--- config.mk ---
export PLATFORM = sky130hd
export DESIGN_NAME = alu_serial_seq_flat
export DESIGN_NICKNAME = d
export VERILOG_FILES = /design/src/rtl/alu_serial_seq_pkg.sv /design/src/rtl/alu_serial_seq_if.sv /design/src/rtl/alu_serial_seq_alu1.sv /design/src/rtl/alu_serial_seq.sv /design/src/flat_wrapper.sv
export SDC_FILE = /design/constraint.sdc
export NUM_CORES = 1
export LEC_CHECK = 0
export BUFFER_PORTS_ARGS = -buffer_cell sky130_fd_sc_hd__buf_2
export CORE_MARGIN = 4
export CORE_UTILIZATION = 54
export CTS_BUF_LIST = sky130_fd_sc_hd__clkbuf_8 sky130_fd_sc_hd__clkbuf_16
export DETAILED_ROUTE_END_ITERATION = 6
export PLACE_DENSITY = 0.89
export SYNTH_ARGS = -nofsm -noshare
export SYNTH_HDL_FRONTEND = slang
export SYNTH_SLANG_ARGS = --single-unit
--- constraint.sdc ---
create_clock -name clk -period 2.3 [get_ports clk]
set_input_delay 0.575 -clock clk [delete_from_list [all_inputs] [get_ports clk]]
set_output_delay 0.575 -clock clk [all_outputs]
set_load 0.05 [all_outputs]
--- src/rtl/alu_serial_seq_pkg.sv ---
// ---------------------------------------------------------------------------
// alu_pkg
// Shared definitions for the bit-serial ALU sequencer: opcode encodings as
// seen on the request bus and the sequencer state encoding.
// ---------------------------------------------------------------------------
package alu_pkg;

    // Request-bus opcode encodings. OP_SUB never reaches the 1-bit slice:
    // the sequencer rewrites it as an ADD with inverted B and carry-in of 1.
    localparam logic [2:0] OP_ADD  = 3'b000;
    localparam logic [2:0] OP_SUB  = 3'b001;
    localparam logic [2:0] OP_AND  = 3'b010;
    localparam logic [2:0] OP_OR   = 3'b011;
    localparam logic [2:0] OP_XOR  = 3'b100;
    localparam logic [2:0] OP_NOTA = 3'b101;

    // Sequencer states
    typedef enum logic [1:0] {
        ST_IDLE = 2'b00,
        ST_RUN  = 2'b01,
        ST_DONE = 2'b10
    } state_e;

    // Majority function used for the ripple carry of the 1-bit slice
    function automatic logic carry_maj(input logic a, input logic b, input logic c);
        carry_maj = (a & b) | (a & c) | (b & c);
    endfunction

endpackage

--- src/rtl/alu_serial_seq_if.sv ---
// ---------------------------------------------------------------------------
// alu_serial_seq_if
// Request/response bundle of the bit-serial ALU sequencer.
//   Request  : in_valid, in_ready, in_a, in_b, in_op
//   Response : out_valid, out_ready, out_y, out_cout, out_zero
// master modport = operand fetch / writeback side, slave modport = sequencer.
// ---------------------------------------------------------------------------
interface alu_serial_seq_if #(
    parameter int WIDTH = 8
) ();
    logic             in_valid;
    logic             in_ready;
    logic [WIDTH-1:0] in_a;
    logic [WIDTH-1:0] in_b;
    logic [2:0]       in_op;
    logic             out_valid;
    logic             out_ready;
    logic [WIDTH-1:0] out_y;
    logic             out_cout;
    logic             out_zero;

    modport master (
        output in_valid, in_a, in_b, in_op, out_ready,
        input  in_ready, out_valid, out_y, out_cout, out_zero
    );

    modport slave (
        input  in_valid, in_a, in_b, in_op, out_ready,
        output in_ready, out_valid, out_y, out_cout, out_zero
    );
endinterface

--- src/rtl/alu_serial_seq_alu1.sv ---
// ---------------------------------------------------------------------------
// alu1
// Combinational 1-bit ALU slice.
//   a, b  in  1  operand bits
//   cin   in  1  carry in (ADD only)
//   op    in  3  ADD/AND/OR/XOR/NOT A; any other code yields y=0, cout=0
//   y     out 1  result bit
//   cout  out 1  carry out (ADD only, else 0)
// ---------------------------------------------------------------------------
module alu1
    import alu_pkg::*;
(
    input  logic       a,
    input  logic       b,
    input  logic       cin,
    input  logic [2:0] op,
    output logic       y,
    output logic       cout
);

    // Per-bit function select; only ADD produces a carry
    always_comb begin
        y    = 1'b0;
        cout = 1'b0;
        case (op)
            OP_ADD: begin
                y    = a ^ b ^ cin;
                cout = carry_maj(a, b, cin);
            end
            OP_AND:  y = a & b;
            OP_OR:   y = a | b;
            OP_XOR:  y = a ^ b;
            OP_NOTA: y = ~a;
            default: begin
                y    = 1'b0;
                cout = 1'b0;
            end
        endcase
    end

endmodule

--- src/rtl/alu_serial_seq.sv ---
// ---------------------------------------------------------------------------
// alu_serial_seq
// Bit-serial ALU sequencer. Accepts an operand pair and opcode, runs one
// alu1 slice LSB-first for WIDTH clocks with a recirculated carry, then
// presents result plus carry/zero flags until the consumer takes them.
//   clk    in  1  clock, rising edge
//   rst_n  in  1  synchronous active-low reset
//   bus    slave modport of alu_serial_seq_if (request + response)
// ---------------------------------------------------------------------------
module alu_serial_seq
    import alu_pkg::*;
#(
    parameter int WIDTH = 8
) (
    input  logic             clk,
    input  logic             rst_n,
    alu_serial_seq_if.slave  bus
);

    localparam int             CW       = $clog2(WIDTH) + 1;
    localparam logic [CW-1:0]  LAST_CNT = CW'(WIDTH - 1);

    state_e           state_r;
    state_e           next_state_s;
    logic [WIDTH-1:0] a_sr_r;
    logic [WIDTH-1:0] b_sr_r;
    logic [WIDTH-1:0] result_r;
    logic [2:0]       op_r;
    logic             carry_r;
    logic [CW-1:0]    cnt_r;
    logic [WIDTH-1:0] out_y_r;
    logic             out_cout_r;
    logic             out_zero_r;
    logic             in_ready_r;
    logic             out_valid_r;

    logic             is_sub_s;
    logic             slice_b_s;
    logic [2:0]       slice_op_s;
    logic             slice_y_s;
    logic             slice_cout_s;
    logic             last_bit_s;
    logic [WIDTH-1:0] result_next_s;

    // Subtraction is a + ~b + 1, so the slice only ever sees ADD
    always_comb begin
        is_sub_s   = (op_r == OP_SUB);
        last_bit_s = (cnt_r == LAST_CNT);
        if (is_sub_s) begin
            slice_b_s  = ~b_sr_r[0];
            slice_op_s = OP_ADD;
        end else begin
            slice_b_s  = b_sr_r[0];
            slice_op_s = op_r;
        end
    end

    alu1 u_alu1 (
        .a    (a_sr_r[0]),
        .b    (slice_b_s),
        .cin  (carry_r),
        .op   (slice_op_s),
        .y    (slice_y_s),
        .cout (slice_cout_s)
    );

    // Result fills from the MSB end so bit 0 lands in place after WIDTH steps
    if (WIDTH == 1) begin : g_res_w1
        assign result_next_s = slice_y_s;
    end else begin : g_res_wn
        assign result_next_s = {slice_y_s, result_r[WIDTH-1:1]};
    end

    // State register
    always_ff @(posedge clk) begin
        if (!rst_n) begin
            state_r <= ST_IDLE;
        end else begin
            state_r <= next_state_s;
        end
    end

    // Next-state logic
    always_comb begin
        next_state_s = state_r;
        case (state_r)
            ST_IDLE: begin
                if (bus.in_valid) begin
                    next_state_s = ST_RUN;
                end else begin
                    next_state_s = ST_IDLE;
                end
            end
            ST_RUN: begin
                if (last_bit_s) begin
                    next_state_s = ST_DONE;
                end else begin
                    next_state_s = ST_RUN;
                end
            end
            ST_DONE: begin
                if (bus.out_ready) begin
                    next_state_s = ST_IDLE;
                end else begin
                    next_state_s = ST_DONE;
                end
            end
            default: next_state_s = ST_IDLE;
        endcase
    end

    // Handshake flags registered from the next state so they align with it
    always_ff @(posedge clk) begin
        if (!rst_n) begin
            in_ready_r  <= 1'b1;
            out_valid_r <= 1'b0;
        end else begin
            in_ready_r  <= (next_state_s == ST_IDLE);
            out_valid_r <= (next_state_s == ST_DONE);
        end
    end

    // Operand capture, serial datapath and result/flag registers
    always_ff @(posedge clk) begin
        if (!rst_n) begin
            a_sr_r     <= '0;
            b_sr_r     <= '0;
            result_r   <= '0;
            op_r       <= 3'b000;
            carry_r    <= 1'b0;
            cnt_r      <= '0;
            out_y_r    <= '0;
            out_cout_r <= 1'b0;
            out_zero_r <= 1'b0;
        end else begin
            case (state_r)
                ST_IDLE: begin
                    if (bus.in_valid) begin
                        a_sr_r   <= bus.in_a;
                        b_sr_r   <= bus.in_b;
                        op_r     <= bus.in_op;
                        carry_r  <= (bus.in_op == OP_SUB);
                        cnt_r    <= '0;
                        result_r <= '0;
                    end
                end
                ST_RUN: begin
                    a_sr_r   <= a_sr_r >> 1;
                    b_sr_r   <= b_sr_r >> 1;
                    result_r <= result_next_s;
                    carry_r  <= slice_cout_s;
                    cnt_r    <= cnt_r + 1'b1;
                    // Output registers load on the final bit; held through DONE
                    if (last_bit_s) begin
                        out_y_r    <= result_next_s;
                        out_cout_r <= slice_cout_s;
                        out_zero_r <= ~|result_next_s;
                    end
                end
                ST_DONE: begin
                    out_y_r <= out_y_r;
                end
                default: begin
                    cnt_r <= '0;
                end
            endcase
        end
    end

    assign bus.in_ready  = in_ready_r;
    assign bus.out_valid = out_valid_r;
    assign bus.out_y     = out_y_r;
    assign bus.out_cout  = out_cout_r;
    assign bus.out_zero  = out_zero_r;

endmodule

--- src/flat_wrapper.sv ---
// flat-port wrapper written by rule: the top's interface ports become plain ports
module alu_serial_seq_flat import alu_pkg::*;
#(
    parameter int WIDTH = 8
)
  (clk, rst_n, bus_in_valid, bus_in_a, bus_in_b, bus_in_op, bus_out_ready, bus_in_ready, bus_out_valid, bus_out_y, bus_out_cout, bus_out_zero);
  alu_serial_seq_if #(.WIDTH(WIDTH)) bus_i ();
  input  logic clk;
  input  logic rst_n;
  input wire logic [$bits(bus_i.in_valid)-1:0] bus_in_valid;
  input wire logic [$bits(bus_i.in_a)-1:0] bus_in_a;
  input wire logic [$bits(bus_i.in_b)-1:0] bus_in_b;
  input wire logic [$bits(bus_i.in_op)-1:0] bus_in_op;
  input wire logic [$bits(bus_i.out_ready)-1:0] bus_out_ready;
  output wire logic [$bits(bus_i.in_ready)-1:0] bus_in_ready;
  output wire logic [$bits(bus_i.out_valid)-1:0] bus_out_valid;
  output wire logic [$bits(bus_i.out_y)-1:0] bus_out_y;
  output wire logic [$bits(bus_i.out_cout)-1:0] bus_out_cout;
  output wire logic [$bits(bus_i.out_zero)-1:0] bus_out_zero;
  assign bus_i.in_valid = bus_in_valid;
  assign bus_i.in_a = bus_in_a;
  assign bus_i.in_b = bus_in_b;
  assign bus_i.in_op = bus_in_op;
  assign bus_i.out_ready = bus_out_ready;
  assign bus_in_ready = bus_i.in_ready;
  assign bus_out_valid = bus_i.out_valid;
  assign bus_out_y = bus_i.out_y;
  assign bus_out_cout = bus_i.out_cout;
  assign bus_out_zero = bus_i.out_zero;
  alu_serial_seq #(.WIDTH(WIDTH)) u_core (.clk(clk), .rst_n(rst_n), .bus(bus_i));
endmodule
### Word level (Yosys, flattened, before mapping)

Cells that the tools add are included.

| operators by class | value |
|---|---|
| add/sub/neg operators | 1 |
| $mul | 0 |
| div/mod/pow operators | 0 |
| magnitude comparators | 0 |
| equal/unequal tests | 11 |
| shift operators | 0 |
| multiplexer cells | 18 |
| bitwise gates (word level) | 11 |
| reductions and logical operators | 10 |

Operators with widths:

| cell | number |
|---|---|
| $pmux 8 s2 | 3 |
| $mux 8 | 3 |
| $pmux 4 s3 | 1 |
| $reduce_and 2->1 | 4 |
| $reduce_or 8->1 | 1 |
| $eq 3x1->1 const B | 2 |
| $eq 3x2->1 const B | 2 |
| $eq 3x3->1 const B | 2 |
| $pmux 2 s3 | 1 |
| $pmux 1 s5 | 1 |
| $add 4x1->4 const B | 1 |
| $eq 2x2->1 const B | 2 |
| $eq 4x3->1 const B | 1 |
| $logic_not 2->1 | 2 |
| $mux 1 | 4 |
| $mux 2 | 2 |
| $mux 4 | 1 |
| $and 1x1->1 | 3 |
| $logic_not 3->1 | 1 |
| $mux 3 | 1 |
| $not 1->1 | 3 |
| $or 1x1->1 | 3 |
| $eq 2x1->1 const B | 1 |
| $ne 2x2->1 const B | 1 |
| 4 further kinds | 5 |

| storage, ports and cells | value |
|---|---|
| register bits after elaboration | 46 |
| latch bits | 0 |
| bits in writable memories | 0 |
| bits in read-only memories | 0 |
| input port bits | 23 |
| output and inout bits | 12 |
| word-level logic and storage cells | 63 |
| memories kept | 0 |

### Depth between registers and ports, before layout

| logic depth | value |
|---|---|
| depth after elaboration | 7 |
| depth in mapped cells | 8 |
| depth with buffers taken out | 8 |

### By module

From an unflattened synthesis, not the netlist that was laid out.

| unflattened totals | value |
|---|---|
| cell total of the unflattened synthesis | 232 |
| area total of the unflattened synthesis | 2014.4 µm² |

Modules (own cells, without submodules):

| module | times used | cells each | area each (µm²) | seq. area each (µm²) |
|---|---|---|---|---|
| alu_serial_seq | 1 | 217 | 1896.8 | 900.9 |
| alu1 | 1 | 15 | 117.6 | 0.0 |

### Least setup slack after synthesis

OpenSTA, ideal clock, no wires.

| timing path | value |
|---|---|
| path type | register to register |
| from | register u_core.op_r[0] |
| to | register u_core.out_zero_r (netlist: u_core.bus.out_zero) |
| setup time | 0.116 ns |
| arrival | 1.978 ns |
| required time | 2.184 ns |
| path slack | 0.206 ns |
| stages on the path, launching flop included | 9 |
| buffers on the path | 0 |
| clock period less this slack | 2.094 ns |
| cells stage by stage | dfxtp_1 -> nor3b_1 -> xor2_1 -> inv_1 -> fa_1 -> nor2b_1 -> a311oi_1 -> nor2_1 -> a31o_2 |

| between the ends | value |
|---|---|
| word-level cells in the longest chain between the ends | 7 |
| elaborated cells between the ends (all ways) | 15 |
| those cells by class | 5 x eq/ne; 3 x mux; 4 x bitwise; 3 x reduce/logical |

RTL lines:

| what | RTL line | text |
|---|---|---|
| start, declared | alu_serial_seq.sv:28 | `logic [2:0] op_r;` |
| start signal, assigned | alu_serial_seq.sv:141 | `op_r <= bus.in_op;` |
| $eq 3x1->1 | alu_serial_seq.sv:47 | `is_sub_s = (op_r == OP_SUB);` |
| $mux 1 | alu_serial_seq.sv:49 | `if (is_sub_s) begin` |
| $xor 1x1->1 | alu_serial_seq_alu1.sv:27, alu_serial_seq_alu1.sv:32 |  |
| $xor 1x1->1 | alu_serial_seq_alu1.sv:27 | `y = a ^ b ^ cin;` |
| $pmux 1 s5 (*) | alu_serial_seq_alu1.sv:25 | `case (op)` |
| $reduce_or 8->1 (*) | alu_serial_seq.sv:157 | `out_zero_r <= ~\|result_next_s;` |
| $logic_not 1->1 (*) | alu_serial_seq.sv:157 |  |
| end signal, assigned | alu_serial_seq.sv:157 |  |
| end, declared | alu_serial_seq.sv:33 | `logic out_zero_r;` |

Every way passes the cells marked *; elsewhere a longest branch is shown, timed or not.
A chain may end at the register's enable or synchronous reset.

### Worst setup path in the final report

| timing path | value |
|---|---|
| from | register u_core.op_r[2] |
| to | register u_core.out_zero_r (netlist: u_core.bus.out_zero) |

The elaborated chain is that of the path after synthesis.

==> run metrics <==
status=finished clean; Worst-path clk slew=~0.08 ns; flip-flop and latch count after synthesis=45; HP Start=u_core.bus.out_y[4]$_SDFFE_PN0P_; Max Cap Viol=0; Inserted Clock Buffers=5; CP Max Fanout=6; Mapped Area=1880 sq um; WS Path Type=flip-flop to flip-flop; die width=67.0 um; hpwl dp=roughly 2800 um; worst r2r path cells=8; Tcrit/Tclk final=96.5%; reg-to-reg startpoint=u_core.op_r[2]$_SDFFE_PN0P_; placed insts=approximately 270; vias=between 1500 and 2000; Hold EP=u_core.bus.out_y[4]$_SDFFE_PN0P_; Worst VDD drop=between 500 and 600 uV; Net Count, Synth=225; port buffer count=34; CORE AREA=3340 sq um; Vias/cell=approximately 5.7; clk buf depth=2; synthesized instance count=approximately 200; Die ar.=about 4500 sq um; yosys warns=0; final number of hold-violating endpoints=0; CTS tree=done; Slew @ Worst Pin=between 0.5 and 0.6 ns; critical path arrival=roughly 2.4 ns; non-filler cells in the finished layout=between 200 and 300; unique cell type count in the Yosys netlist=33; final wirelength=roughly 4500 um; Worst setup SP type=flip-flop; ANT cells=0; setup violators final=0; worst clock skew=around 0.0061 ns; layout cells sized above 1=about a quarter; worst reg2reg path endpoint=u_core.bus.out_zero$_SDFFE_PN0P_; Avg WL per Cell=roughly 16 um; first-pass GRT wire length=about 7100 um; DR pass1 iterations=4; floorplan row count=21; GP Congestion=approximately 0.91; fin crit period=2.22 ns; hold path cells=2; clk_lat worst skew=between 0.3 and 0.4 ns; I/O pins=35; CTS Hold Bufs=0; LEAKAGE=between 0.8 and 0.9 nW; Crit. End Element=flip-flop; HP Class=flip-flop to flip-flop; nets=262; Slew Limit Fails=0; Synth Flop Type=dfxtp_1; area delta synth->final=19.8%; Synth async-reset ratio=0%; clk sinks=45; DRC viols=0; Final ANT Viol Nets=0; largest net degree at the start of global routing=36; initial core utilization=a little under three fifths; vias in the first global route=1501; H-tree depth=2; antenna violations before repair=0; First DRT Iteration DRCs=approximately 140; syn_area_per_cell=between 9 and 10 sq um; total gr overflow=0; clock root cell=clkbuf_8; r2r setup slk=roughly 0.081 ns; Final Util=between 60% and 70%; WP data required=approximately 2.5 ns; total global routing track utilization=a little over a fifth; Slew HR=between 60% and 70%; Fmax achieved=~0.45 GHz; sequential share of the synthesized area=47.9%; EDFF count, synth=0; PwrDens=741 nW/um^2; Chip Height=around 67 um
[cell usage after synthesis, types with 2 or more instances]
library cell / instances / area share (%)
a21boi_0: 2 / 0.80
a21oi_1: 17 / 4.5
a22oi_1: 11 / 4.4
clkbuf_1: 11 / 2.2
dfxtp_1: 45 / 48
ha_1: 3 / 2.0
inv_1: 3 / 0.60
mux2i_1: 12 / 6.4
nand2_1: 5 / 1.0
nand2b_1: 5 / 1.7
nor2_1: 7 / 1.4
nor2b_1: 24 / 8.0
nor3_1: 2 / 0.53
o21a_1: 2 / 0.80
o21ai_0: 17 / 4.5
o22ai_1: 14 / 4.7
xor2_1: 2 / 0.93
[flip-flops by register name, indices dropped and copies added, names as in the netlist]
name / count
u_core.a_sr_r: 8
u_core.bus.out_cout: 1
u_core.state_r: 2
u_core.cnt_r: 4
u_core.bus.in_ready: 1
u_core.op_r: 3
u_core.carry_r: 1
u_core.result_r: 7
u_core.bus.out_y: 8
u_core.b_sr_r: 8
u_core.bus.out_zero: 1
u_core.bus.out_valid: 1
[layout make-up]
| type | instances | area (sq um) |
|---|---|---|
| clock inverter | 2 | 37.5 |
| timing repair buffer | 42 | 230 |
| tap | 46 | 57.6 |
| sequential | 45 | 903 |
| inverter | 5 | 18.8 |
| multi-input combinational | 136 | 922 |
| fill | 277 | 1080 |
| clock buffer | 6 | 82.6 |
[logic make-up after synthesis]
family | Yosys count | synth area share [%]
AOI/OAI and AO/OA | 68 | 21.9
xor gates and xnor gates | 3 | 1.40
adders and majority gates | 4 | 3.06
buffers and inverters | 17 | 3.79
DFF | 45 | 47.9
muxes | 12 | 6.39
and+or+nand+nor | 49 | 15.6
[metal layers]
metal  GRT usage [%]  wire, um  part of all wire (%)  vias up
met1            26.3      1890                    42      774
met2            34.8      2230                    50       45
met3            4.22       211                   4.7       13
li1                -         -                     -      780
met5               0         0                     0        -
met4            8.86       121                   2.7        0
[how the worst max path moves through the flow]
stage / endpoint / cells after the start / slack [ns] / startpoint
2_1_floorplan: u_core.bus.out_zero$_SDFFE_PN0P_ / 8 / 0.21 / u_core.op_r[0]$_SDFFE_PN0P_
3_3_place_gp: u_core.bus.out_zero$_SDFFE_PN0P_ / 8 / 0.12 / u_core.op_r[1]$_SDFFE_PN0P_
3_5_place_dp: u_core.bus.out_zero$_SDFFE_PN0P_ / 8 / -0.02 / u_core.op_r[1]$_SDFFE_PN0P_
4_1_cts: u_core.bus.out_zero$_SDFFE_PN0P_ / 8 / 0.02 / u_core.op_r[1]$_SDFFE_PN0P_
5_1_grt: u_core.bus.out_zero$_SDFFE_PN0P_ / 8 / -0.01 / u_core.op_r[2]$_SDFFE_PN0P_
6_report: u_core.bus.out_zero$_SDFFE_PN0P_ / 8 / 0.08 / u_core.op_r[2]$_SDFFE_PN0P_
[what timing repair did]
item                                    in CTS  in global routing
pin swaps                                    0                  3
gates resized for setup                      2                  3
cloned                                       0                  0
endpoints found under the setup margin       1                  3
setup buffers                                0                  1
[through the flow]
stage / power, mW / hold WS (ns) / cell area, sq um / setup slack (ns) / TNS (ns)
finish: 1.67 / 0.515 / 2250 / 0.0807 / 0
global route: 1.73 / 0.539 / 2250 / -0.0113 / -0.0113
CTS: 1.66 / 0.519 / 2240 / 0.0157 / 0
detailed placement: 1.03 / 0.498 / 2110 / -0.0189 / -0.0189
global placement: 1.02 / 0.493 / 2110 / 0.122 / 0
floorplan: 0.971 / 0.467 / 1880 / 0.206 / 0
[worst max-delay path, stage by stage (launching register included)]
cell and delay (ns):
dfxtp_2 0.36, nor3b_2 0.21, xor2_1 0.22, inv_1 0.10, fa_1 0.42, nor2b_1 0.14, a311oi_2 0.30, nor2_2 0.11
a31o_2 0.26
[layout by cell type, fill, tap and decap left out, types with 2 or more instances in the layout]
master,Yosys,routed
a21boi_0,2,2
a21oi_1,17,17
a22oi_1,11,11
buf_2,0,34
buf_4,0,8
clkbuf_8,0,6
dfxtp_1,45,43
dfxtp_2,0,2
ha_1,3,3
inv_1,3,3
mux2i_1,12,12
nand2_1,5,5
nand2b_1,5,5
nor2_1,7,6
nor2b_1,24,24
nor3_1,2,2
o21a_1,2,2
o21ai_0,17,17
o22ai_1,14,14
xor2_1,2,2
[where the power goes]
group / internal, mW / switching, mW / total, mW
Combinational: 0.0862 / 0.108 / 0.194
Clock: 0.353 / 0.282 / 0.635
Sequential: 0.814 / 0.0246 / 0.838
Total: 1.25 / 0.415 / 1.67
Note: power is estimated with default switching activity, not from simulation.
